`config.mk`:
```
export PLATFORM = sky130hd
export DESIGN_NAME = red_prec_pipe
export DESIGN_NICKNAME = d
export VERILOG_FILES = /design/src/rtl/red_prec_pipe.sv
export SDC_FILE = /design/constraint.sdc
export NUM_CORES = 1
export LEC_CHECK = 0
export ABC_AREA = 1
export CAP_MARGIN = 25
export CORE_ASPECT_RATIO = 0.8
export CORE_UTILIZATION = 40
export CTS_BUF_LIST = sky130_fd_sc_hd__clkbuf_8
export CTS_CLUSTER_DIAMETER = 80
export DETAILED_ROUTE_END_ITERATION = 8
export PLACE_DENSITY = 0.73
export RECOVER_POWER = 100
export SYNTH_ARGS = -nofsm -noshare
export SYNTH_HDL_FRONTEND = slang
export SYNTH_SLANG_ARGS = --single-unit
```
`constraint.sdc`:
```
create_clock -name clk -period 1.8 [get_ports clk]
set_input_delay 0.18 -clock clk [delete_from_list [all_inputs] [get_ports clk]]
set_output_delay 0.18 -clock clk [all_outputs]
set_load 0.03 [all_outputs]
```
`src/rtl/red_prec_pipe.sv`:
```
// red_prec_pkg: number-format descriptor shared by the precision converters.
//   dconf_t = {dtype, sign, prec (total bits), frac (fraction bits)}.
//   INT is the frac == 0 special case of FXP.
package red_prec_pkg;
  typedef enum logic {FXP = 1'b0, INT = 1'b1} dtype_e;
  typedef enum logic {Disable = 1'b0, Enable = 1'b1} sign_e;
  typedef struct packed {
    dtype_e      dtype;
    sign_e       sign;
    logic [15:0] prec;
    logic [15:0] frac;
  } dconf_t;
endpackage

// red_prec_pipe: streaming precision reducer, I_CONF -> narrower O_CONF.
//   Stage 1 drops fraction bits using RND_MODE; stage 2 saturates to the output range.
//   Latency 2 cycles, 1 sample/cycle; stage k ready = !valid_k || ready_(k+1), data held on stall.
// Ports:
//   clk, reset_            clock, synchronous active-low reset
//   in_valid/in_ready/in_data     upstream handshake, I_CONF sample
//   out_valid/out_ready/out_data  downstream handshake, O_CONF sample
//   out_sat                out_data was clamped (qualified by out_valid)
//   clr                    clears sat_cnt and sat_sticky
//   sat_cnt, sat_sticky    saturated-transfer counter (holds at all-ones) and sticky flag
module red_prec_pipe
  import red_prec_pkg::*;
#(
  parameter dconf_t I_CONF   = '{dtype: FXP, sign: Enable, prec: 16'd16, frac: 16'd4},
  parameter dconf_t O_CONF   = '{dtype: FXP, sign: Enable, prec: 16'd8,  frac: 16'd2},
  parameter int     RND_MODE = 2,
  parameter int     CNT_W    = 16
) (
  input  logic                     clk,
  input  logic                     reset_,
  input  logic                     in_valid,
  output logic                     in_ready,
  input  logic [I_CONF.prec-1:0]   in_data,
  output logic                     out_valid,
  input  logic                     out_ready,
  output logic [O_CONF.prec-1:0]   out_data,
  output logic                     out_sat,
  input  logic                     clr,
  output logic [CNT_W-1:0]         sat_cnt,
  output logic                     sat_sticky
);

  localparam int I_PREC   = int'(I_CONF.prec);
  localparam int I_FRAC   = int'(I_CONF.frac);
  localparam int O_PREC   = int'(O_CONF.prec);
  localparam int O_FRAC   = int'(O_CONF.frac);
  localparam int I_INT    = I_PREC - I_FRAC;
  localparam int O_INT    = O_PREC - O_FRAC;
  localparam bit I_SIGNED = (I_CONF.sign == Enable);
  localparam bit O_SIGNED = (O_CONF.sign == Enable);
  localparam int S        = I_FRAC - O_FRAC;
  // One bit for the rounding carry plus one so unsigned inputs stay positive
  // when handled as signed; both signednesses then share a single datapath.
  localparam int W        = I_PREC + 2;

  if (O_FRAC > I_FRAC || O_INT > I_INT) begin : g_bad_conf
    $error("red_prec_pipe: O_CONF must not have more frac or int bits than I_CONF");
  end

  localparam logic signed [W-1:0] SAT_MAX = O_SIGNED ?
      $signed((W'(1) << (O_PREC - 1)) - W'(1)) : $signed((W'(1) << O_PREC) - W'(1));
  localparam logic signed [W-1:0] SAT_MIN = O_SIGNED ?
      $signed(-(W'(1) << (O_PREC - 1))) : $signed(W'(0));

  // ---------------- stage 1: rounding ----------------
  logic signed [W-1:0] ext;
  logic signed [W-1:0] rnd;

  always_comb begin
    if (I_SIGNED) ext = W'($signed(in_data));
    else          ext = $signed(W'(in_data));
  end

  if (S == 0) begin : g_no_round
    assign rnd = ext;
  end else begin : g_round
    localparam logic [W-1:0] HALF = W'(1) << (S - 1);
    logic signed [W-1:0] flr;
    logic signed [W-1:0] up;
    logic                tie;

    assign flr = ext >>> S;
    assign up  = (ext + $signed(HALF)) >>> S;
    // Dropped bits exactly 100..0: halfway between flr and flr+1.
    assign tie = (in_data[S-1:0] == HALF[S-1:0]);

    always_comb begin
      if (RND_MODE == 0)      rnd = flr;
      else if (RND_MODE == 1) rnd = up;
      // At a tie pick whichever of flr / flr+1 is even.
      else if (tie)           rnd = flr + $signed({{(W-1){1'b0}}, flr[0]});
      else                    rnd = up;
    end
  end

  logic                v1;
  logic signed [W-1:0] r1;
  logic                rdy1;
  logic                rdy2;

  assign rdy2     = !out_valid || out_ready;
  assign rdy1     = !v1 || rdy2;
  assign in_ready = rdy1;

  // ---------------- stage 2: saturation ----------------
  logic [O_PREC-1:0] sat_d;
  logic              sat_f;

  always_comb begin
    sat_d = r1[O_PREC-1:0];
    sat_f = 1'b0;
    if (r1 > SAT_MAX) begin
      sat_d = SAT_MAX[O_PREC-1:0];
      sat_f = 1'b1;
    end else if (r1 < SAT_MIN) begin
      sat_d = SAT_MIN[O_PREC-1:0];
      sat_f = 1'b1;
    end
  end

  always_ff @(posedge clk) begin
    if (!reset_) begin
      v1        <= 1'b0;
      r1        <= '0;
      out_valid <= 1'b0;
      out_data  <= '0;
      out_sat   <= 1'b0;
    end else begin
      if (rdy1) begin
        v1 <= in_valid;
        if (in_valid) r1 <= rnd;
      end
      if (rdy2) begin
        out_valid <= v1;
        if (v1) begin
          out_data <= sat_d;
          out_sat  <= sat_f;
        end
      end
    end
  end

  // ---------------- saturation statistics ----------------
  logic sat_evt;
  assign sat_evt = out_valid && out_ready && out_sat;

  // clr wins first, then a same-cycle event is counted on top of the cleared value.
  always_ff @(posedge clk) begin
    if (!reset_) begin
      sat_cnt    <= '0;
      sat_sticky <= 1'b0;
    end else if (clr) begin
      sat_cnt    <= sat_evt ? CNT_W'(1) : '0;
      sat_sticky <= sat_evt;
    end else if (sat_evt) begin
      if (!(&sat_cnt)) sat_cnt <= sat_cnt + CNT_W'(1);
      sat_sticky <= 1'b1;
    end
  end

endmodule
```
# Word-level counts from Yosys, hierarchy flattened
# Index checks and enable logic that the tools add are counted.
[totals] ff_bits=46 elab_cells=36
[classes] n_addsub=3 magnitude_cmp=2 n_eq_ne=2 mux=11 reduce_logical=11
[ops] op="two-way mux 16 bit" count=3
[ops] op="greater-than comparator 18 x 8 -> 1 bit, second input constant" count=1
[ops] op="< comparator 18 x 8 -> 1 bit, second input constant" count=1
[ops] op="two-way mux 18 bit" count=1
[ops] op="adder 16 x 3 -> 17 bit, second input constant" count=1
[ops] op="adder 16 x 1 -> 16 bit, second input constant" count=1
[ops] op="two-way mux 8 bit" count=2
[ops] op="AND reduction 16 bit" count=1
[ops] op="adder 14 x 2 -> 15 bit" count=1
[ops] op="AND reduction 2 bit" count=3
[ops] op="two-way mux 1 bit" count=5
[ops] op="equality test 2 bit, second input constant" count=1
[ops] op="logical AND 1 bit" count=2
[ops] op="logical NOT 1 bit" count=2
[ops] op="logical OR 1 bit" count=2
[ops] op="inequality test 2 bit, second input constant" count=1
[ops] op="nonzero test 2 bit" count=1

# Logic depth before layout (Yosys ltp)
[logic_depth] ltp_word=4 ltp_mapped=10 mapped_depth_nobuf=10

# Worst setup path after synthesis
# OpenSTA, ideal clock, no wires.
[synth_timing] path_kind="reg-to-reg" startpoint="reg out_valid" endpoint="reg r1[12]" setup_time_ns=0.116 t_arrival_ns=1.697 required_ns=1.684 setup_slack_ns=-0.013 path_stages_with_launch=7 period_less_slack_ns=1.813 cell_sequence="dfxtp_1 -> nand3_1 -> nand2_1 -> clkinv_1 -> buf_2 -> o211ai_1 -> inv_1"
[synth_via] elab_chain_len=4
[synth_rtl] item="from (decl)" line="38" text="output logic out_valid,"
[synth_rtl] item="from (signal assigned)" line="138" text="out_valid <= v1;"
[synth_rtl] item="logical NOT 1 bit" line="105" text="assign rdy2 = !out_valid || out_ready;"
[synth_rtl] item="logical OR 1 bit" line="105"
[synth_rtl] item="logical OR 1 bit" line="106" text="assign rdy1 = !v1 || rdy2;"
[synth_rtl] item="via in_ready" line="36" text="output logic in_ready,"
[synth_rtl] item="AND reduction 2 bit (no line)"
[synth_rtl] item="to (signal assigned)" line="135" text="if (in_valid) r1 <= rnd;"
[synth_rtl] item="to (decl)" line="101" text="logic signed [W-1:0] r1;"
# The timed path passes the listed nets, and every way through them passes these cells.
# A chain may end at the register's enable or synchronous reset.

# Worst setup path in the final report
[layout_timing] startpoint="reg sat_cnt[4]" endpoint="out sat_cnt[4]"
[layout_rtl] item="from (decl)" line="43" text="output logic [CNT_W-1:0] sat_cnt,"
[layout_rtl] item="from (signal assigned)" line="157" text="sat_cnt <= sat_evt ? CNT_W'(1) : '0;"
[layout_rtl] item="from (signal assigned)" line="160" text="if (!(&sat_cnt)) sat_cnt <= sat_cnt + CNT_W'(1);"
# No word-level cell between the ends.

==> impl_results.md <==
- Filler cell count: between 500 and 600
- Clk buf depth: 2
- Internal power: between 0.0015 and 0.002 W
- Setup crit start kind: flop
- Max-capacitance violation count: 0
- Worst Reg-to-Reg Cells: 9
- ANT nets after route: 0
- Cell area after synthesis: 2410 µm²
- Ratio of cells with drive above 1 in the final layout: 7.92%
- Count of different cell masters after synthesis: 28
- Sw frac: 26.3%
- Ys Warns: 0
- First-pass GRT wire length: 10200 µm
- Worst-margin pin slew: approximately 0.62 ns
- Total wire length: 6170 µm
- First-pass DRT Iterations: 4
- FF+latch count, synth: 43
- VDD IR max: 0.298 mV
- Initial Utilization: 42.9%
- Run status: finished, final reports clean
- Pins Over Slew Limit: 0
- Nets: roughly 470
- Io pins: 49
- Post_cts resized: 0
- Num Clock Sinks: 43
- Reg power frac: 48.9%
- Dpl cells: around 510
- Fin crit period: between 1.5 and 2 ns
- Area share of the leading cell type in the synthesized netlist: ~36%
- WL per Instance: between 10 and 15 µm
- Sequential share of the synthesized area: 35.7%
- Top cells by area, synth: dfxtp_1, nand2_1, inv_1, a21oi_1, nor2_1
- Total GRT Usage: 20.9%
- Non-Filler Instances: 520
- Clock network fraction of total power: about a third
- EDFF count, synth: 0
- H-tree depth: 2
- Die area: 6340 µm²
- TritonCTS Buffers: 5
- Vias per Instance: 4.80
- Initial antenna violation count: 0
- Setup Viol. Count Final: 0
- Row Count: 24
- Critical path depth: 1
- Mapped Nets: 398
- Crit path max fanout: 5
- Hold Crit Depth: 2
- Port-buffer cells: 48
- Clk_skew: 0.00583 ns
- Achievable Freq: a little under 600 MHz
- Syn Area/Cell: ~6.4 µm²
- Ant diodes: 0
- Largest stage delay, worst path: approximately 0.78 ns
- Setup bufs post-CTS: 0
- Synth area leader: dfxtp_1
- CTS Hold Bufs: 0
- PwrDens: 650 nW/µm²
- WP buf/inv: 1
- Gate Count Post-Synth: between 300 and 400
- Die X-Extent: ~89 µm
- Worst-path clk slew: around 0.08 ns
- DRC Markers: 0
- Vias in the first global route: roughly 2300
- Comb power frac: 15.9%
- Count leader, synth: nand2_1
- Core Footprint: 5620 µm²
- Worst rel slew slack: 58.5%
- Synth Flop Type: dfxtp_1
- DP HPWL: slightly below 5000 µm
- Seq. cell area: roughly 860 µm²
- Hold WC Path Type: flop to flop
- GP Congestion: 0.880
- P_leak: around 1.3 nW
- Die Height: 71.4 µm
- RSZ-0062 raised after global routing: no
- Top Family by Delay on Critical Path: buffers and inverters
- CP cell instances: dlygate4sd3_1
- WS Path Type: flop to primary output
- Hold Slack: 0.467 ns
- Psw: 0.000545 W
- CTS tree: yes
- Clk_lat worst skew: 0.30 ns
- Multi-input logic area: between 1000 and 1500 µm²
- Via count: 2498
- Final period util: a little over nine tenths
- Grt ovf: 0
- Initial DRC count: 124
- CP max-delay cell: dlygate4sd3_1
- CTS Root Cell: clkbuf_8
- Commonest cells post-synth: nand2_1, inv_1, dfxtp_1, nor2_1, a21oi_1
- Largest net degree at the start of global routing: 30
- P&R area growth vs syn: 32.4%
- Synth async-reset ratio: 0%
- Final hold vios: 0
- Critical Path End Type: primary output
- Critical Path AT: 1.53 ns
- Worst path required time: about 1.6 ns
==> final cells by class <==
cell class                 count  share of cell area, %
multi-input combinational    273                   41.3
sequential                    43                   27.0
timing repair buffer          68                   19.2
inverter                      51                   6.16
tap                           78                   3.06
clock buffer                   5                   2.16
clock inverter                 2                   1.06
==> layout by cell type, fill, tap and decap left out <==
master,synthesis,final
a211oi_1,1,1
a21oi_1,35,36
a21oi_2,4,3
and2_1,1,1
buf_4,0,14
bufinv_16,0,1
clkbuf_1,5,4
clkbuf_2,0,1
clkbuf_4,0,1
clkbuf_8,0,5
clkdlybuf4s50_1,0,20
clkinv_1,2,2
clkinv_4,1,1
dfxtp_1,43,42
dfxtp_2,0,1
dlygate4sd3_1,0,28
ha_1,3,3
inv_1,48,49
nand2_1,109,110
nand2_2,3,2
nand2_4,1,1
nand3_1,16,16
nand3b_1,1,1
nand4_1,8,8
nor2_1,40,40
nor2_2,1,1
nor2_4,2,2
nor3_1,7,7
o211ai_1,2,2
o21ai_0,24,24
o21bai_1,3,3
o21bai_4,1,1
or2_2,1,1
xnor2_1,1,1
xor2_1,9,9
==> flip-flops by register name (all words and copies together) (netlist names) <==
| register | flops |
|---|---|
| v1 | 1 |
| sat_sticky | 1 |
| out_sat | 1 |
| r1 | 15 |
| sat_cnt | 16 |
| out_data | 8 |
| out_valid | 1 |
==> power groups by stage <==
| stage | clock network (W) | logic, W | registers [W] |
|---|---|---|---|
| global placement | 0 | 0.000335 | 0.00104 |
| CTS | 0.000746 | 0.000343 | 0.00102 |
| detailed placement | 0 | 0.000342 | 0.00104 |
| finish | 0.000728 | 0.000330 | 0.00101 |
| floorplan | 0 | 0.000157 | 0.00106 |
| global route | 0.000789 | 0.000365 | 0.00102 |
==> worst paths after layout <==
path,from,endpoint,slack (ns)
hold / removal,out_data[1],out_data[1],0.47
hold reg to reg,out_data[1],out_data[1],0.47
setup / recovery,sat_cnt[4],sat_cnt[4],0.09
setup reg to reg,sat_cnt[1],sat_cnt[0],0.18
==> metrics by stage <==
step | cell area [µm²] | total power [W] | utilization, % | worst slack (ns) | setup TNS, ns
2_1_floorplan | 2410 | 0.00122 | - | 0.0515 | 0
3_3_place_gp | 3110 | 0.00137 | 55.4 | 0.0197 | 0
3_5_place_dp | 3110 | 0.00138 | 55.4 | -0.0469 | -0.0520
4_1_cts | 3220 | 0.00210 | 57.3 | 0.120 | 0
5_1_grt | 3190 | 0.00217 | 56.8 | 0.0166 | 0
6_report | 3190 | 0.00207 | 56.8 | 0.0899 | 0
==> logic make-up after synthesis <==
family                   count (synthesis)  synth area share (%)
flip-flops                              43                  35.7
AO/OA/AOI/OAI                           70                  16.4
XOR/XNOR                                10                  3.64
adder cells (fa/ha/maj)                  3                  1.56
buffers and inverters                   58                  9.35
AND/OR/NAND/NOR                        190                  33.4
==> metal layers <==
layer	wire, µm	up-vias	track usage (%)
met1	3230	1096	30.6
met5	0	-	0
met4	53	0	6.09
li1	-	1330	-
met3	347	6	3.57
met2	2540	66	31.5
No activity file was read; power rests on OpenSTA's default activity.
